**src/rtl/reg_writeback_ctrl.sv**
```systemverilog
// MEM/WB writeback stage and register-file write initiator: clears every register after reset, then retires instructions.
// Optional macro REG_WB_FWD_EN adds the fwd_valid/fwd_reg/fwd_data bypass outputs.
module reg_writeback_ctrl #(
    parameter int                 NUM_REGS   = 32,
    parameter int                 ADDR_W     = 5,
    parameter int                 DATA_W     = 32,
    parameter logic [DATA_W-1:0]  INIT_VALUE = '0
) (
    input  logic              clk,
    input  logic              reset,
    input  logic              in_valid,
    output logic              in_ready,
    input  logic              in_reg_write,
    input  logic              in_mem_to_reg,
    input  logic [ADDR_W-1:0] in_reg_dst,
    input  logic [DATA_W-1:0] in_alu_result,
    input  logic [DATA_W-1:0] in_mem_data,
    input  logic              stall,
    output logic [ADDR_W-1:0] write_reg,
    output logic [DATA_W-1:0] write_data,
    output logic              regWrite,
    output logic              init_done
`ifdef REG_WB_FWD_EN
    ,
    output logic              fwd_valid,
    output logic [ADDR_W-1:0] fwd_reg,
    output logic [DATA_W-1:0] fwd_data
`endif
);

    // One extra count value marks the cycle after the last clear write.
    localparam int CNT_W = $clog2(NUM_REGS + 1);

    typedef enum logic {S_INIT, S_RUN} state_t;

    state_t             state, state_nxt;
    logic [CNT_W-1:0]   init_cnt, init_cnt_nxt;
    logic [ADDR_W-1:0]  wb_reg_p1, wb_reg_nxt;
    logic [DATA_W-1:0]  wb_data_p1, wb_data_nxt;
    logic               vld_p1, vld_nxt;
    logic               init_done_p1, init_done_nxt;
    logic               accept;

    function automatic logic [DATA_W-1:0] wb_select(input logic              mem_to_reg,
                                                    input logic [DATA_W-1:0] mem_data,
                                                    input logic [DATA_W-1:0] alu_result);
        return mem_to_reg ? mem_data : alu_result;
    endfunction

    assign in_ready = (state == S_RUN) & ~stall;
    assign accept   = in_valid & in_ready;

    always_ff @(posedge clk) begin
        if (reset) begin
            state        <= S_INIT;
            init_cnt     <= '0;
            wb_reg_p1    <= '0;
            wb_data_p1   <= '0;
            vld_p1       <= 1'b0;
            init_done_p1 <= 1'b0;
        end else begin
            state        <= state_nxt;
            init_cnt     <= init_cnt_nxt;
            wb_reg_p1    <= wb_reg_nxt;
            wb_data_p1   <= wb_data_nxt;
            vld_p1       <= vld_nxt;
            init_done_p1 <= init_done_nxt;
        end
    end

    always_comb begin
        state_nxt    = state;
        init_cnt_nxt = init_cnt;
        if (state == S_INIT) begin
            if (init_cnt < CNT_W'(NUM_REGS))
                init_cnt_nxt = init_cnt + 1'b1;
            else
                state_nxt = S_RUN;
        end
    end

    always_comb begin
        wb_reg_nxt    = wb_reg_p1;
        wb_data_nxt   = wb_data_p1;
        vld_nxt       = 1'b0;
        init_done_nxt = init_done_p1;
        case (state)
            S_INIT: begin
                if (init_cnt < CNT_W'(NUM_REGS)) begin
                    vld_nxt     = 1'b1;
                    wb_reg_nxt  = ADDR_W'(init_cnt);
                    wb_data_nxt = INIT_VALUE;
                end else begin
                    init_done_nxt = 1'b1;
                end
            end
            default: begin
                // $zero is never written once running.
                if (accept) begin
                    wb_reg_nxt  = in_reg_dst;
                    wb_data_nxt = wb_select(in_mem_to_reg, in_mem_data, in_alu_result);
                    vld_nxt     = in_reg_write & (in_reg_dst != '0);
                end
            end
        endcase
    end

    // ---- stage p1: registered write port ----
    assign write_reg  = wb_reg_p1;
    assign write_data = wb_data_p1;
    assign regWrite   = vld_p1;
    assign init_done  = init_done_p1;

`ifdef REG_WB_FWD_EN
    assign fwd_valid = vld_p1 & init_done_p1;
    assign fwd_reg   = wb_reg_p1;
    assign fwd_data  = wb_data_p1;
`endif

endmodule

```
**config.mk**
```make
export PLATFORM = sky130hd
export DESIGN_NAME = reg_writeback_ctrl
export DESIGN_NICKNAME = d
export VERILOG_FILES = /design/src/rtl/reg_writeback_ctrl.sv
export SDC_FILE = /design/constraint.sdc
export NUM_CORES = 1
export LEC_CHECK = 0
export CAP_MARGIN = 10
export CORE_ASPECT_RATIO = 2
export CORE_MARGIN = 3
export CORE_UTILIZATION = 41
export CTS_CLUSTER_DIAMETER = 80
export DETAILED_ROUTE_END_ITERATION = 10
export MAX_ROUTING_LAYER = met4
export PLACE_DENSITY = 0.87
export SLEW_MARGIN = 20
export SYNTH_ARGS = -nofsm -noshare
export SYNTH_HDL_FRONTEND = slang
export SYNTH_SLANG_ARGS = --single-unit
```
**constraint.sdc**
```tcl
create_clock -name clk -period 2.8 [get_ports clk]
set_input_delay 0.42 -clock clk [delete_from_list [all_inputs] [get_ports clk]]
set_output_delay 0.42 -clock clk [all_outputs]
set_load 0.01 [all_outputs]
```
==> impl_metrics.toml <==
[status]
status = "finished, final reports clean"

[timing]
slew_violations = 0
period_needed_ns = 2.15
tns_ns = 0
grt_setup_unrepaired = "no"
max_freq_mhz = 466
slew_headroom_pct = 51.9
finalHoldViolations = 0
post-route-period-util_pct = 76.7
final-setup-viol-count = 0
fin_skew_ns = 0.00821
tightestPinTransition_ns = 0.722
worst_slack_ns = 0.653

[floorplanning]
die_w_um = 55.8
fp-row-count = 35
start_util_pct = 43.4
die_area_um2 = 5900
ios = 115
die_y_um = 106
coreArea_um2 = 4690

[detailed_routing]
num_vias = 1924
drc_errors = 0
drt_first_iter_violations = 43
wire_per_inst_um = 15.3
vias_per_cell = 5.17
first_pass_iters = 4
wl_mm = 5.70
ant_nets = 0

[cts]
clk_path_buf_depth = 2
path_clk_slew_ns = 0.08
numCtsBuffers = 5
holdBufCountCts = 0
cts_tree = "yes"
cts_resized = 0
clkLatencyLatePin_ns = 0.29
htreeDepth = 2
cts_sinks = 46
root_buffer = "clkbuf_8"
cts_setup_buffers = 0

[pwr]
ir_drop_v = 0.000318
powerDensity_nw_per_um2 = 382
cellLeakagePower_uw = 0.00120

[min_path]
min_path_type = "reg2reg"
worstHoldStart = "write_data[21]$_SDFFE_PP0P_"

[critical_path]
r2r_start = "state$_SDFF_PP0_"
crit_start = "state$_SDFF_PP0_"
critPathLaunchType = "flop"
worstSetupPathType = "reg2out"
required_ns = 2.38
critPathArrivalTime_ns = 1.73
r2r_end = "write_data[4]$_SDFFE_PP0P_"
reg2reg_depth = 3
r2r_slack_ns = 0.93
end_kind = "output pin"
critPathMaxFanout = 16
crit_end = "in_ready"

[synth]
synth_area_per_cell_um2 = 9.83
yosysWarnings = 0
ys_ff_latch = 46
syn-num-nets = 283
ys_seq_area_share_pct = 45.2
ys_types = 32
synthCells = 207
syn_area_um2 = 2040

[placement]
dpl.cell_count = 364
place_area_um2 = 3190
place.detailed.hpwl_mm = 4.42
port_buffers = 114
pre_cts_ws_ns = 0.713
gp_congestion = 0.777

[layout]
area_delta_synth_final_pct = 61.2
stdcell_count = 372
diodes = 0
largest_reg_flops = 32
final_nets = 392
final_util_pct = 70.0
drive_gt1_share_pct = 9.46
final_area_um2 = 3280

[grt]
grt_pass1_vias = 1934
grt_pass1_wl_mm = 9.23
grt_start_max_net_pins = 24
grt_overflow = 0
grt_usage_pct = 19.9
grt_antenna_before_repair = 0

[job]
max_cap_violations = 0
==> power by group <==
group / internal [uW] / leakage, uW / switching, uW
combinational: 132 / 0.000784 / 51.7
clock: 199 / 0.0000482 / 203
sequential: 661 / 0.000372 / 5.71
total: 992 / 0.00120 / 261
==> area by class of cell <==
cell class,instances,area (um2)
tap,55,68.8
clock inverter,1,5.00
clock buffer,7,86.3
sequential,46,921
multi-input combinational,143,1020
timing repair buffer,119,1170
fill,377,1410
inverter,1,3.75
==> synth_stat cells <==
cell type,count,area share [%]
a221oi_1,5,2.2
inv_1,1,0.18
dfxtp_1,46,45
mux2_2,14,7.7
buf_4,1,0.37
nor3b_1,1,0.37
nor3_4,1,0.80
xnor2_1,2,0.86
nand3_1,14,3.4
and3b_1,1,0.43
nor2_2,1,0.31
buf_6,2,1.1
or4_1,1,0.37
and3_1,2,0.61
nor2_1,12,2.2
o21ai_0,2,0.49
nand2b_1,1,0.31
a21oi_1,16,3.9
a211oi_1,5,1.8
or3_1,1,0.31
buf_1,1,0.18
nor2b_1,6,1.8
nand3b_1,1,0.37
or2_2,1,0.31
nand2_1,15,2.8
a31oi_1,1,0.31
o22ai_1,1,0.31
ha_1,1,0.61
buf_2,5,1.2
clkbuf_1,8,1.5
mux2i_1,19,9.3
o2bb2ai_1,19,8.2
==> worst max-delay path: stages, from the launching register on <==
cell	delay (ns)
dfxtp_1	0.65
inv_1	0.13
nor2_1	0.12
clkdlybuf4s50_1	0.54
==> cells by family (layout without fill, tap and decap cells) <==
| group | after synthesis | after routing | synth area share, % |
|---|---|---|---|
| buffers and inverters | 18 | 128 | 4.55 |
| and+or+nand+nor | 58 | 58 | 14.4 |
| muxes | 33 | 33 | 17.1 |
| xor gates and xnor gates | 2 | 2 | 0.861 |
| AOI/OAI and AO/OA | 49 | 49 | 17.2 |
| DFF | 46 | 46 | 45.2 |
| adders and majority gates | 1 | 1 | 0.615 |
==> per-stage QoR <==
stage	hold WS [ns]	total power, uW
floorplan	0.462	746
global placement	0.445	865
detailed placement	0.450	867
CTS	0.471	1270
global route	0.478	1300
finish	0.465	1250
==> routing by layer <==
metal / global-route usage, % / part of all wire (%)
met1: 21.9 / 38
met2: 35.6 / 55
met3: 4.17 / 5.9
met4: 6.11 / 1.3
met5: - / 0
==> layout by cell type (no fill, tap or decap), drive strengths merged, types with 2 or more instances in the layout <==
cell type,instances
clkdlybuf4s50,113
dfxtp,46
mux2i,19
o2bb2ai,19
a21oi,16
nand2,15
nand3,14
mux2,14
nor2,13
clkbuf,7
nor2b,6
buf,6
a221oi,5
a211oi,5
xnor2,2
and3,2
o21ai,2
==> worst min path at each step <==
| stage | slack (ns) | to | cells past startpoint |
|---|---|---|---|
| 2_1_floorplan | 0.46 | init_cnt[3]$_SDFFE_PP0P_ | 2 |
| 3_5_place_dp | 0.45 | write_data[10]$_SDFFE_PP0P_ | 1 |
| 5_1_grt | 0.48 | write_data[7]$_SDFFE_PP0P_ | 1 |
| 4_1_cts | 0.47 | write_data[5]$_SDFFE_PP0P_ | 1 |
| 6_report | 0.47 | write_data[21]$_SDFFE_PP0P_ | 2 |
| 3_3_place_gp | 0.44 | write_data[17]$_SDFFE_PP0P_ | 1 |
Power figures use the tool's default switching activity.
